## config.mk

```make
export PLATFORM = sky130hd
export DESIGN_NAME = averaging_filter
export DESIGN_NICKNAME = d
export VERILOG_FILES = /design/src/rtl/avg_filter_pkg.sv /design/src/rtl/sample_delay_line.sv /design/src/rtl/averaging_filter.sv
export SDC_FILE = /design/constraint.sdc
export NUM_CORES = 1
export LEC_CHECK = 0
export ABC_AREA = 0
export CAP_MARGIN = 30
export CORE_ASPECT_RATIO = 0.7
export CORE_MARGIN = 1.5
export CORE_UTILIZATION = 61
export DETAILED_ROUTE_END_ITERATION = 7
export PLACE_DENSITY = 0.8
export SYNTH_ARGS = -nofsm -noshare
export SYNTH_HDL_FRONTEND = slang
export SYNTH_SLANG_ARGS = --single-unit
export TNS_END_PERCENT = 5
```

## constraint.sdc

```tcl
create_clock -name clk -period 4.87 [get_ports clk]
set_clock_uncertainty 0.05 [all_clocks]
set_input_delay 0.974 -clock clk [delete_from_list [all_inputs] [get_ports clk]]
set_output_delay 0.974 -clock clk [all_outputs]
set_load 0.01 [all_outputs]
```

## src/rtl/avg_filter_pkg.sv

```systemverilog
// -----------------------------------------------------------------------------
// avg_filter_pkg
//   Shared types and defaults for the moving-average filter on the signed
//   24-bit audio path.
//   Contents:
//     DEF_DATA_W  - default sample width (two's complement)
//     DEF_LOG2_N  - default log2 of the tap count (N = 8)
//     sample_t    - signed sample at the default width
//     avg_state_t - filter state: FILL (history still filling) -> RUN
// -----------------------------------------------------------------------------
package avg_filter_pkg;

    localparam int DEF_DATA_W = 24;
    localparam int DEF_LOG2_N = 3;

    typedef logic signed [DEF_DATA_W-1:0] sample_t;

    typedef enum logic {
        FILL = 1'b0,
        RUN  = 1'b1
    } avg_state_t;

endpackage : avg_filter_pkg

```

## src/rtl/sample_delay_line.sv

```systemverilog
// -----------------------------------------------------------------------------
// sample_delay_line
//   N-entry circular history of the most recent samples (N = 2**LOG2_N).
//   'oldest' is the entry the next write will overwrite, i.e. the sample that
//   leaves the averaging window when a new one enters.
//   Ports:
//     clk      in   1       system clock, posedge
//     reset_n  in   1       asynchronous active-low clear of buffer and pointer
//     clear    in   1       synchronous clear of buffer and pointer
//     wr_en    in   1       write wr_data at the pointer and advance it
//     wr_data  in   DATA_W  sample to store
//     oldest   out  DATA_W  hist[wptr], combinational
// -----------------------------------------------------------------------------
module sample_delay_line #(
    parameter int DATA_W = 24,
    parameter int LOG2_N = 3
) (
    input  logic                     clk,
    input  logic                     reset_n,
    input  logic                     clear,
    input  logic                     wr_en,
    input  logic signed [DATA_W-1:0] wr_data,
    output logic signed [DATA_W-1:0] oldest
);

    localparam int N = 1 << LOG2_N;

    logic signed [DATA_W-1:0] hist [N];
    logic [LOG2_N-1:0]        wptr;

    always_ff @(posedge clk or negedge reset_n) begin
        if (!reset_n) begin
            for (int i = 0; i < N; i++) begin
                hist[i] <= '0;
            end
            wptr <= '0;
        end else if (clear) begin
            for (int i = 0; i < N; i++) begin
                hist[i] <= '0;
            end
            wptr <= '0;
        end else if (wr_en) begin
            hist[wptr] <= wr_data;
            // N is a power of two, so the pointer wraps on its own.
            wptr       <= wptr + 1'b1;
        end
    end

    assign oldest = hist[wptr];

endmodule : sample_delay_line

```

## src/rtl/averaging_filter.sv

```systemverilog
// -----------------------------------------------------------------------------
// averaging_filter
//   N-tap moving-average (boxcar) filter between CODEC read data and CODEC
//   write data. Advances one sample per enable strobe and removes periodic
//   disturbances that sum to zero over N samples.
//
//   Build option:
//     AVG_ROUND_EN  defined   -> data_out = (sum + N/2) >>> LOG2_N (half up)
//                   undefined -> data_out = sum >>> LOG2_N (toward -inf)
//
//   Ports:
//     clk         in   1       system clock, posedge
//     reset_n     in   1       asynchronous active-low reset
//     enable      in   1       sample strobe
//     clear       in   1       synchronous flush of history and outputs
//     data_in     in   DATA_W  signed input sample
//     data_out    out  DATA_W  signed average, registered
//     valid_out   out  1       N samples accumulated since reset/clear
//     out_strobe  out  1       data_out was updated this cycle
//     dbg_state   out  1       current avg_state_t (0 = FILL, 1 = RUN)
//
//   Handshake: enable is a push-only strobe with no back-pressure. Every
//   cycle with enable=1 and clear=0 consumes data_in; the result appears on
//   data_out one cycle later together with a one-cycle out_strobe. Back-to-
//   back enables are accepted at one sample per cycle. clear beats enable.
// -----------------------------------------------------------------------------
module averaging_filter
    import avg_filter_pkg::*;
#(
    parameter int DATA_W = DEF_DATA_W,
    parameter int LOG2_N = DEF_LOG2_N
) (
    input  logic                     clk,
    input  logic                     reset_n,
    input  logic                     enable,
    input  logic                     clear,
    input  logic signed [DATA_W-1:0] data_in,
    output logic signed [DATA_W-1:0] data_out,
    output logic                     valid_out,
    output logic                     out_strobe,
    output logic                     dbg_state
);

    localparam int N  = 1 << LOG2_N;
    // Sum of N DATA_W-bit samples needs exactly LOG2_N extra bits.
    localparam int AW = DATA_W + LOG2_N;

    localparam logic [LOG2_N-1:0] FILL_LAST = LOG2_N'(N - 1);

    avg_state_t               state_q, state_d;
    logic [LOG2_N-1:0]        fill_q, fill_d;
    logic signed [AW-1:0]     acc_q, acc_next;
    logic signed [AW-1:0]     din_ext, old_ext;
    logic signed [DATA_W-1:0] oldest;
    logic signed [DATA_W-1:0] avg;
    logic                     take;

    // A sample enters the window only when it is not discarded by clear.
    assign take = enable & ~clear;

    sample_delay_line #(
        .DATA_W (DATA_W),
        .LOG2_N (LOG2_N)
    ) u_delay (
        .clk     (clk),
        .reset_n (reset_n),
        .clear   (clear),
        .wr_en   (take),
        .wr_data (data_in),
        .oldest  (oldest)
    );

    // Running sum: add the new sample, drop the one leaving the window.
    // With zero history during FILL this yields the intended ramp.
    assign din_ext  = {{LOG2_N{data_in[DATA_W-1]}}, data_in};
    assign old_ext  = {{LOG2_N{oldest[DATA_W-1]}}, oldest};
    assign acc_next = acc_q + din_ext - old_ext;

`ifdef AVG_ROUND_EN
    localparam logic signed [AW:0] ROUND_HALF = (AW + 1)'(1 << (LOG2_N - 1));

    logic signed [AW:0] rnd_sum;
    logic               unused_rnd_bits;

    // One extra bit so adding N/2 to the largest sum cannot wrap. After the
    // divide the result always fits DATA_W again, so the top and the
    // fractional bits are discarded.
    assign rnd_sum         = {acc_next[AW-1], acc_next} + ROUND_HALF;
    assign avg             = rnd_sum[AW-1:LOG2_N];
    assign unused_rnd_bits = ^{rnd_sum[AW], rnd_sum[LOG2_N-1:0]};
`else
    // Dropping the low LOG2_N bits of a signed sum is an arithmetic shift.
    assign avg = acc_next[AW-1:LOG2_N];
`endif

    // ---------------------------------------------------------------- FSM
    always_ff @(posedge clk or negedge reset_n) begin
        if (!reset_n) begin
            state_q <= FILL;
            fill_q  <= '0;
        end else begin
            state_q <= state_d;
            fill_q  <= fill_d;
        end
    end

    // fill_q counts samples already in the window during FILL; the enable
    // seen while it reads N-1 is the Nth sample and completes the window.
    always_comb begin
        state_d = state_q;
        fill_d  = fill_q;
        if (clear) begin
            state_d = FILL;
            fill_d  = '0;
        end else if (enable) begin
            case (state_q)
                FILL: begin
                    if (fill_q == FILL_LAST) begin
                        state_d = RUN;
                    end else begin
                        fill_d = fill_q + 1'b1;
                    end
                end
                RUN: begin
                    fill_d = fill_q;
                end
                default: begin
                    state_d = FILL;
                    fill_d  = '0;
                end
            endcase
        end
    end

    // ------------------------------------------------ datapath registers
    always_ff @(posedge clk or negedge reset_n) begin
        if (!reset_n) begin
            acc_q      <= '0;
            data_out   <= '0;
            out_strobe <= 1'b0;
        end else if (clear) begin
            acc_q      <= '0;
            data_out   <= '0;
            out_strobe <= 1'b0;
        end else if (enable) begin
            acc_q      <= acc_next;
            data_out   <= avg;
            out_strobe <= 1'b1;
        end else begin
            out_strobe <= 1'b0;
        end
    end

    // The state register moves to RUN on the same edge that loads the Nth
    // average, so valid_out rises with that sample's data_out.
    assign valid_out = (state_q == RUN);
    assign dbg_state = state_q;

endmodule : averaging_filter

```

==> flow_metrics.tcl, run 1 <==
set metrics [dict create \
    wl_per_cell_um 21.70 \
    n_antenna_cell 0 \
    yosysWarnings 0 \
    nFillCells 1536 \
    power.density_nw_per_um2 432.9 \
    cts_buffer_depth 3 \
    hold_slack_ns 0.3031 \
    cp_cell_sequence "and3_1 -> buf_4 -> a22oi_1 -> nand4_1 -> fa_1 -> inv_1 -> ha_1 -> a21o_1 -> a21o_1 -> a21oi_1 -> o31ai_1 -> o2111ai_1 -> and3_1 -> o21ai_1 -> a21oi_1" \
    min_period_over_period_pct 94.29 \
    firstDrtPassIters 6 \
    cp-end-kind "flip-flop" \
    gp_congestion 0.9026 \
    dieWidth_um 175.1 \
    die_area_sq_um 21630 \
    rsz0062_at_grt "false" \
    core_area_sq_um 20070 \
    drcViolationCount 0 \
    num_rows 43 \
    worstSetupStartpointType "flip-flop" \
    ios 55 \
    path_buf_inv 2 \
    track_usage_pct 36.46 \
    critPathTopFamily "compound AO/OA/AOI/OAI gates" \
    fmax_ghz 0.2178 \
    overflow 0 \
    critical_path_class "flip-flop to flip-flop" \
    synth_edf_count 0 \
    clkSlewWorstSetupHoldPaths_ns 0.07 \
    die_h_um 123.5 \
    multiInputGateArea_sq_um 5917 \
    wl_mm 38.35 \
    cts_buffers 23 \
    grt_max_degree 131 \
    period_minus_slack_ns 4.592 \
    crit_required_ns 5.17 \
    dpl_worst_slack_ns 0.3759 \
    cts_resized 0 \
    initial_utilization_pct 63.04 \
    io_buffer_count 54 \
    drt_iter0_drc 1648 \
    synth.distinct_cells 64 \
    place_hpwl_mm 24.10 \
    antenna_left 0 \
    num_vias 11200 \
    syn-num-nets 1581 \
    fin_tns_setup_ns 0 \
    grt_pass1_vias 10660 \
    grt_pass1_wl_mm 59.83 \
    synth_ff_type "dfrtp_1" \
    cap_violations 0 \
    netlist_area_sq_um 12650 \
    cts_setup_buffers 0 \
    slew_violations 0 \
    ys_seq_elements 227 \
    drive_gt1_share_pct 7.348 \
    worstMarginPinSlew_ns 1.035 \
    critPathArrivalTime_ns 4.89 \
    outcome "finished, final reports clean" \
    ir_worst_vdd_uv 294.6 \
    tritoncts "done" \
    clkLatencyLatePin_ns 0.51 \
    relSlewSlack_pct 31.00 \
    total_power_mw 6.115 \
    final_nets 1566 \
    hold_path.class "input port to async pin" \
    synth-async-reset-ratio_pct 100.0 \
    cts_hold_buf 0 \
    root_buffer "clkbuf_16" \
    seq_area_frac_synth_pct 44.90 \
    path_max_fanout 11 \
    viasPerCell 6.340 \
    htree_levels 1 \
    syn_inst 1496 \
    slowest_delay_ns 0.66 \
    syn_avg_cell_area_sq_um 8.456 \
    p_leak_nw 6.222 \
    finalWorstSetupSlack_ns 0.2781 \
    cts_num_sinks 227 \
    setup_viol 0 \
    antenna_found_initial 0 \
    cp_slowest_cell "and3_1" \
    areaGrowthSynthToFinish_pct 11.65 \
    regArea_sq_um 5680 \
    finalHoldViolations 0 \
]
-- final timing paths --
check / depth (start not counted) / from / slack (ns) / end
worst max-delay path: 15 / u_delay.wptr[1] / 0.28 / data_out[18]
worst min-delay path: 1 / reset_n / 0.30 / u_delay.hist[68]
worst max register to register: 15 / u_delay.wptr[1] / 0.28 / data_out[18]
worst min register to register: 2 / u_delay.hist[39] / 0.47 / u_delay.hist[39]
max in group asynchronous: 2 / reset_n / 3.42 / u_delay.hist[152]
min in group clk: 2 / u_delay.hist[39] / 0.47 / u_delay.hist[39]
-- layout make-up --
cell class	instances	area share, %
clock inverters	8	0.4606
clock buffers	33	4.907
repair buffers	105	7.237
inverters	109	2.897
well taps	270	2.392
multi-input cells	1015	41.89
flip-flops and latches	227	40.22
-- placed cells by master (no fill, tap or decap), types with 5 or more instances in the layout --
cell             instances
o31ai_1                  5
nor2_1                  42
fa_1                    26
a21oi_1                219
clkbuf_8                 8
nand2b_1                 8
clkdlybuf4s50_1         51
nand3b_1                 5
inv_1                  109
nand4_1                 25
clkbuf_16               23
xnor2_1                 13
ha_1                    31
buf_4                   44
nand2_1                408
mux2i_1                 19
a21o_1                  12
nand3_1                 12
o21ai_0                 10
dfrtp_1                227
xor2_1                   6
a22oi_1                 96
clkinv_2                 7
-- through the flow --
stage,util (%),std cells,instance area (sq um)
after floorplan,-,1496,12650
after global placement,66.26,1723,13300
after detailed placement,66.61,1726,13370
after CTS,70.38,1767,14120
after global routing,70.38,1767,14120
final,70.38,1767,14120
-- Yosys cell counts, types with 5 or more instances --
cell type / instances / share of area [%]
nand2_1: 408 / 12
dfrtp_1: 227 / 45
a21oi_1: 219 / 8.7
inv_1: 109 / 3.2
a22oi_1: 96 / 5.7
clkbuf_1: 92 / 2.7
nor2_1: 43 / 1.3
ha_1: 31 / 3.1
buf_2: 26 / 1.0
fa_1: 26 / 4.1
buf_4: 25 / 1.5
nand4_1: 25 / 1.2
mux2i_1: 19 / 1.5
xnor2_1: 13 / 0.90
a21o_1: 12 / 0.71
nand3_1: 12 / 0.47
o21ai_0: 10 / 0.40
nand2b_1: 8 / 0.40
xor2_1: 6 / 0.42
nand3b_1: 5 / 0.30
o31ai_1: 5 / 0.30
-- per-layer routing --
layer	vias to the layer above	routed length, um	track usage (%)
li1	4921	-	-
met1	5396	15360	51.48
met2	741	16970	56.40
met3	145	4333	6.273
met4	0	1690	15.12
met5	-	0	0
-- state kept, by name, indices dropped and copies added, names as in the netlist --
signal and cells:
u_delay.wptr 3, acc_q 3, data_out 24, dbg_state 1, out_strobe 1, u_delay.hist 192, fill_q 3
-- where the power goes --
part           internal, mW  switching, mW  total [mW]
Combinational         0.888           1.35        2.24
Sequential             1.99         0.0852        2.08
Clock                  1.04          0.760        1.80
Total                  3.92           2.20        6.11
-- cells by family after synthesis --
family | synth area share (%)
compound gates | 18.63
xor+xnor | 1.315
fa+ha+maj | 7.180
buf+inv | 8.545
flops | 44.90
mux | 1.503
simple gates | 17.92
Note: power is estimated with default switching activity, not from simulation.
==> inputs of run 2 (changes only) <==
--- a/config.mk
+++ b/config.mk
@@ -15,4 +15,3 @@
 export SYNTH_ARGS = -nofsm -noshare
 export SYNTH_HDL_FRONTEND = slang
 export SYNTH_SLANG_ARGS = --single-unit
-export TNS_END_PERCENT = 5
==> results of run 2 <==
The final DEF is identical to that of run 1; final timing and power are the same.
